[config.mk]
export PLATFORM = sky130hd
export DESIGN_NAME = ff_ctrl
export DESIGN_NICKNAME = d
export VERILOG_FILES = /design/src/rtl/ff_ctrl_pkg.sv /design/src/rtl/ff_ptr.sv /design/src/rtl/ff_ctrl.sv
export SDC_FILE = /design/constraint.sdc
export NUM_CORES = 1
export LEC_CHECK = 0
export CAP_MARGIN = 20
export CELL_PAD_IN_SITES_DETAIL_PLACEMENT = 0
export CELL_PAD_IN_SITES_GLOBAL_PLACEMENT = 2
export CORE_MARGIN = 5
export CORE_UTILIZATION = 25
export CTS_BUF_LIST = sky130_fd_sc_hd__clkbuf_4 sky130_fd_sc_hd__clkbuf_8
export DETAILED_ROUTE_END_ITERATION = 8
export PLACE_DENSITY_LB_ADDON = 0.1
export SLEW_MARGIN = 10
export SYNTH_ARGS = -nofsm -noshare
export SYNTH_HDL_FRONTEND = slang
export SYNTH_HIERARCHICAL = 1
export SYNTH_SLANG_ARGS = --single-unit
export TNS_END_PERCENT = 20
[constraint.sdc]
create_clock -name clk -period 5.8 [get_ports clk]
set_clock_uncertainty 0.15 [all_clocks]
set_input_delay 1.16 -clock clk [delete_from_list [all_inputs] [get_ports clk]]
set_output_delay 1.16 -clock clk [all_outputs]
set_load 0.01 [all_outputs]
[src/rtl/ff_ctrl_pkg.sv]
// Shared definitions for the flip-flop RAM FIFO controller: default widths
// and the round-robin arbitration side encoding.
package ff_ctrl_pkg;

    localparam int unsigned DEF_DATA_WIDTH = 8;
    localparam int unsigned DEF_ADDR_WIDTH = 3;

    typedef enum logic {
        PRIO_WR = 1'b0,
        PRIO_RD = 1'b1
    } prio_e;

endpackage : ff_ctrl_pkg

[src/rtl/ff_ptr.sv]
// Wrap-around pointer register; advances by one on inc and wraps at 2**WIDTH.
module ff_ptr #(
    parameter int unsigned WIDTH = ff_ctrl_pkg::DEF_ADDR_WIDTH
) (
    input  logic             clk,
    input  logic             rst_n,
    input  logic             inc,
    output logic [WIDTH-1:0] ptr
);

    always_ff @(posedge clk) begin
        if (!rst_n) begin
            ptr <= '0;
        end else if (inc) begin
            ptr <= ptr + 1'b1;
        end
    end

endmodule : ff_ptr

[src/rtl/ff_ctrl.sv]
// Valid/ready FIFO controller in front of a single-port flip-flop RAM,
// issuing at most one RAM access per cycle with round-robin arbitration.
module ff_ctrl
    import ff_ctrl_pkg::*;
#(
    parameter int unsigned DATA_WIDTH = DEF_DATA_WIDTH,
    parameter int unsigned ADDR_WIDTH = DEF_ADDR_WIDTH,
    parameter int unsigned DEPTH      = 1 << ADDR_WIDTH
) (
    input  logic                  clk,
    input  logic                  rst_n,
    input  logic                  in_valid,
    input  logic [DATA_WIDTH-1:0] in_data,
    output logic                  in_ready,
    output logic                  out_valid,
    output logic [DATA_WIDTH-1:0] out_data,
    input  logic                  out_ready,
    output logic [ADDR_WIDTH:0]   count,
    output logic                  full,
    output logic                  empty,
    output logic                  ram_cs,
    output logic                  ram_rws,
    output logic [ADDR_WIDTH-1:0] ram_wptr,
    output logic [ADDR_WIDTH-1:0] ram_rptr,
    output logic [DATA_WIDTH-1:0] ram_wdata,
    input  logic [DATA_WIDTH-1:0] ram_rdata
);

    localparam logic [ADDR_WIDTH:0] DEPTH_OCC = (ADDR_WIDTH+1)'(DEPTH);

    logic [ADDR_WIDTH-1:0] wptr;
    logic [ADDR_WIDTH-1:0] rptr;
    logic [ADDR_WIDTH:0]   occ;
    prio_e                 prio;
    logic                  wr_req;
    logic                  rd_req;
    logic                  wr_grant;
    logic                  rd_grant;

    assign wr_req = in_valid && (occ < DEPTH_OCC);
    assign rd_req = (occ != '0) && (!out_valid || out_ready);

    // Grants are held off during reset so the RAM sees no access.
    always_comb begin
        wr_grant = 1'b0;
        rd_grant = 1'b0;
        if (rst_n) begin
            if (wr_req && rd_req) begin
                wr_grant = (prio == PRIO_WR);
                rd_grant = (prio == PRIO_RD);
            end else begin
                wr_grant = wr_req;
                rd_grant = rd_req;
            end
        end
    end

    ff_ptr #(.WIDTH(ADDR_WIDTH)) u_wptr (
        .clk   (clk),
        .rst_n (rst_n),
        .inc   (wr_grant),
        .ptr   (wptr)
    );

    ff_ptr #(.WIDTH(ADDR_WIDTH)) u_rptr (
        .clk   (clk),
        .rst_n (rst_n),
        .inc   (rd_grant),
        .ptr   (rptr)
    );

    always_ff @(posedge clk) begin
        if (!rst_n) begin
            occ  <= '0;
            prio <= PRIO_WR;
        end else begin
            if (wr_grant) begin
                occ  <= occ + 1'b1;
                prio <= PRIO_RD;
            end else if (rd_grant) begin
                occ  <= occ - 1'b1;
                prio <= PRIO_WR;
            end
        end
    end

    // A read refills the output stage even while it is being consumed.
    always_ff @(posedge clk) begin
        if (!rst_n) begin
            out_valid <= 1'b0;
            out_data  <= '0;
        end else if (rd_grant) begin
            out_valid <= 1'b1;
            out_data  <= ram_rdata;
        end else if (out_valid && out_ready) begin
            out_valid <= 1'b0;
        end
    end

    assign in_ready  = wr_grant;
    assign ram_cs    = wr_grant | rd_grant;
    assign ram_rws   = wr_grant;
    assign ram_wptr  = wptr;
    assign ram_rptr  = rptr;
    assign ram_wdata = in_data;

    assign count = occ + {{ADDR_WIDTH{1'b0}}, out_valid};
    assign full  = (occ == DEPTH_OCC);
    assign empty = (count == '0);

endmodule : ff_ctrl

# Yosys cells after proc, flatten, opt, wreduce, memory -nomap -nowiden
# Cells that the tools add are included.
[word_totals]
output_inout_bits = 32
word_cells = 35
regBits = 20
inputBits = 20
[classes]
n_bitwise = 2
eq_ne = 1
muxes = 10
n_lt_le_gt_ge = 1
n_reduce_logical = 10
n_addsub = 5
[ops]
columns = ["operator", "count"]
rows = [
  ["1-bit two-way mux", 8],
  ["4-bit two-way mux", 2],
  ["3-bit by 1-bit adder with 3-bit output, second input constant", 2],
  ["4-bit by 1-bit adder with 4-bit output", 1],
  ["4-bit by 1-bit adder with 4-bit output, second input constant", 1],
  ["4-bit == test, second input constant", 1],
  ["1-bit logical AND", 4],
  ["4-bit zero test", 1],
  ["4-bit less-than comparator, second input constant", 1],
  ["2-bit nonzero test", 2],
  ["4-bit nonzero test", 1],
  ["4-bit by 1-bit subtractor with 4-bit output, second input constant", 1],
  ["1-bit zero test", 1],
  ["1-bit logical OR", 1],
  ["1-bit inverter", 1],
  ["1-bit bitwise OR", 1],
]

# Logic depth before layout (Yosys ltp)
[logic_depth]
word_depth = 8
mapped_depth = 8
mapped_depth_nobuf = 8

# Cells and area by module
# Netlist, hierarchy kept.
[modules_own_cells]
columns = ["module", "cells_per_inst", "n_inst", "area_per_inst_um2", "seq_area_each_um2"]
rows = [
  ["ff_ctrl", 81, 1, 793.3, 280.3],
  ["ff_ptr", 12, 2, 127.6, 60.1],
]

# Worst setup path after synthesis
# Ideal clock, no wire load.
[synth_timing]
kind = "input -> output"
start = "in out_ready"
end = "out ram_rws"
path_slack_ps = 2540
arrival_time_ps = 1950
path_buffers = 1
cell_stages = 5
required_time_ps = 4490
cell_sequence = "nand2b_1 -> nand3_1 -> nand3_1 -> inv_1 -> buf_4"
[synth_via]
elab_chain_cells = 5
[synth_rtl]
columns = ["element", "line_no", "rtl"]
rows = [
  ["from (decl)", "ff_ctrl.sv:17", "input logic out_ready,"],
  ["1-bit logical OR", "ff_ctrl.sv:41", "assign rd_req = (occ != '0) && (!out_valid || out_ready);"],
  ["1-bit logical AND", "ff_ctrl.sv:41", ""],
  ["1-bit logical AND", "ff_ctrl.sv:48", "if (wr_req && rd_req) begin"],
  ["1-bit two-way mux", "ff_ctrl.sv:48", ""],
  ["1-bit two-way mux", "ff_ctrl.sv:47", "if (rst_n) begin"],
  ["to (decl)", "ff_ctrl.sv:22", "output logic ram_rws,"],
]
# No other way between the ends.

# Worst setup path in the final report
[layout_timing]
start = "in in_valid"
end = "out in_ready"
[layout_via]
elab_chain_cells = 4
[layout_rtl]
columns = ["element", "line_no", "rtl"]
rows = [
  ["from (decl)", "ff_ctrl.sv:12", "input logic in_valid,"],
  ["1-bit logical AND (*)", "ff_ctrl.sv:40", "assign wr_req = in_valid && (occ < DEPTH_OCC);"],
  ["1-bit logical AND", "ff_ctrl.sv:48", ""],
  ["1-bit two-way mux (*)", "ff_ctrl.sv:48", ""],
  ["1-bit two-way mux (*)", "ff_ctrl.sv:47", ""],
  ["to (decl)", "ff_ctrl.sv:14", "output logic in_ready,"],
]
# Mark *: on every way between the ends. The rest lies on a longest branch, timed or not.

==> summary.txt <==
Run status
  • Status: finished clean

Run
  • Max-cap violations: 0

Synthesis
  • Count leader, synth: dfxtp_1
  • Top_reg_cell synth: dfxtp_1
  • Syn Inst Count: 105
  • Yosys top cell area share: 38.2%
  • Mean Syn Cell Area: 9.99 um^2
  • Ys async rst share: 0%
  • Synth Register Bits: 20
  • Register area share after synthesis: 38.2%
  • Netlist cell types: 27
  • Ys Warns: 6
  • Commonest cells in the netlist: 20 x dfxtp_1, 13 x mux2i_1, 13 x nor2b_1
  • EDFF count, synth: 0
  • Syn_nets: 132
  • Synth area leader: dfxtp_1
  • Largest cells by area after synthesis: dfxtp_1 38%, mux2i_1 12%, nor2b_1 7.8%, ha_1 7.2%, buf_4 6.4%
  • Area of the mapped netlist: 0.00105 mm^2

Critical path
  • R2R cell count: 8
  • Worst path required time: ~4.5 ns
  • WS Path Type: input pin to output port
  • FF-to-FF setup slack: between 2 and 3 ns
  • R2R Path End: occ[3]$_SDFFE_PN0P_
  • WP data arrival: 3.02 ns
  • Crit start category: input pin
  • R2R Path Start: occ[0]$_SDFFE_PN0P_
  • Critical path endpoint category: output port
  • CP max FO: 5

CTS
  • Sink Count: 20
  • CTS root buffer: clkbuf_8
  • Cts repair resizes: 0
  • Reg clk slew, reported paths: roughly 0.070 ns
  • Cts bufs inserted: 3
  • Clock latency on the worst-skew pair: 0.26 ns
  • CTS tree: yes
  • Clk buf depth: 2
  • Hold_buf cts: 0
  • Post-CTS Setup Bufs: 0
  • H-tree depth: 1

STA
  • RSZ-0062 raised after global routing: no
  • Slew HR: 31.8%
  • Min Tclk post-route: 4.33 ns
  • Total Neg Setup Slack: 0 ns
  • WHS: 0.330 ns
  • Tightest Pin Transition: 1.02 ns
  • Final Cycle Share: 74.6%
  • # setup viols final: 0
  • Final count of pins violating max slew: 0
  • Final Hold Fails: 0
  • Peak Freq: roughly 230 MHz

Power
  • Static Leak: 0.000622 uW
  • Sw Ratio: between 30% and 40%
  • Clock group share of total power: 13.3%
  • Part of the power in registers: 32.1%
  • Gate power share: a little over half
  • Max VDD drop: roughly 0.00017 V
  • Switching Power: 257 uW
  • Int Power: 440 uW
  • Power per cell area: 484 mW/mm^2

Cells and area
  • Final nets: 162
  • Synthesis-to-layout area growth: 37.2%
  • # diodes: 0
  • Layout cell share with drive strength beyond 1: 3.76%

Global routing
  • Grt total ovfl: 0
  • Global-route wire length before repair: 3950 um
  • Initial antenna violation count: 0
  • GRT Total Usage: 9.28%
  • Vias in the first global route: between 700 and 800
  • Largest net degree at the start of global routing: 25

Detailed routing
  • Detailed-route DRC error count: 0
  • DRT Pass-1 Iters: 4
  • DR WL/cell: roughly 13 um
  • First DRT Iteration DRCs: 39
  • Drt total wl: 2460 um
  • Final ANT Viol Nets: 0
  • Via count: 789
  • Via-to-Cell Ratio: 4.31

Placed design
  • RePlAce Congestion: 0.730
  • # port buffers: 35
  • HPWL Detailed: 1840 um

Floorplanning
  • Initial Utilization: 26.0%
  • DIE HEIGHT: 74.8 um
  • CORE AREA: 0.00403 mm^2
  • Top Ports: 52
  • Die width: around 75 um
  • Site row count: 23
  • DIE AREA: 0.00559 mm^2

Min path
  • Worst hold path stage count: 2
  • Min-delay src: u_wptr/ptr[2]$_SDFFE_PN0P_
  • Hold worst-path end: u_wptr/ptr[2]$_SDFFE_PN0P_
  • Type of the tightest min-delay check: flip-flop to flip-flop
[worst max-delay path: stages]
cell and delay, ns:
clkdlybuf4s50_1 0.49, nor2b_1 0.30, nand3_1 0.27, inv_1 0.23, clkdlybuf4s50_1 0.57
[sequential cells by signal (all words and copies together) (netlist names)]
| signal | flops |
|---|---|
| u_wptr/ptr | 3 |
| prio | 1 |
| occ | 4 |
| out_valid | 1 |
| u_rptr/ptr | 3 |
| out_data | 8 |
[per-layer routing]
layer  track usage, %  up-vias  wire length, um
li1                 -      410                -
met5                0        -                0
met3             4.67        2              224
met1             12.6      352             1050
met4             1.38        0               10
met2             13.6       25             1170
[cell type report]
type	instances	area (um^2)
Multi-Input combinational cell	72	569
Fill cell	423	2590
Timing Repair Buffer	36	358
Sequential cell	20	400
Clock buffer	3	41.3
Inverter	2	7.51
Tap cell	50	62.6
[cells in the final DEF, fill, tap and decap left out, drive strengths merged, types with 3 or more instances in the layout]
master          n
clkdlybuf4s50  35
nand2           6
and2            5
ha              6
mux2i          13
xor2            4
dfxtp          20
nand2b          3
nand3           4
clkbuf          3
nor2b          13
[how the worst max path moves through the flow]
stage               depth (start not counted)  slack, ns        to  startpoint
floorplan                                   5       2.54   ram_rws   out_ready
global placement                            5       1.49  in_ready    in_valid
detailed placement                          5       1.47  in_ready    in_valid
CTS                                         5       1.45  in_ready    in_valid
global route                                5       1.35   ram_rws    in_valid
finish                                      5       1.47  in_ready    in_valid
[logic make-up (layout without fill, tap and decap cells)]
kind of cell	Yosys count	in the layout	share of synthesized area, %
fa+ha+maj	7	7	9.07
mux	13	13	12.4
flops	20	20	38.2
compound gates	8	8	6.21
xor+xnor	6	6	5.01
simple gates	38	38	21.1
buf+inv	13	41	7.99
[power by group through the flow]
| stage | Clock [uW] | Combinational, uW | Sequential [uW] |
|---|---|---|---|
| 2_1_floorplan | 0 | 229 | 228 |
| 3_3_place_gp | 0 | 384 | 228 |
| 3_5_place_dp | 0 | 389 | 226 |
| 4_1_cts | 101 | 391 | 224 |
| 5_1_grt | 106 | 422 | 232 |
| 6_report | 92.7 | 380 | 224 |
[per-stage QoR]
step | power (uW) | worst slack (ns) | instances | instance area, um^2 | utilization (%)
after floorplan | 457 | 2.54 | 105 | 1050 | -
after global placement | 612 | 1.49 | 180 | 1400 | 34.7
after detailed placement | 615 | 1.47 | 180 | 1400 | 34.7
after CTS | 715 | 1.45 | 183 | 1440 | 35.7
after global routing | 760 | 1.35 | 183 | 1440 | 35.7
final | 697 | 1.47 | 183 | 1440 | 35.7
No activity file was read; power rests on OpenSTA's default activity.
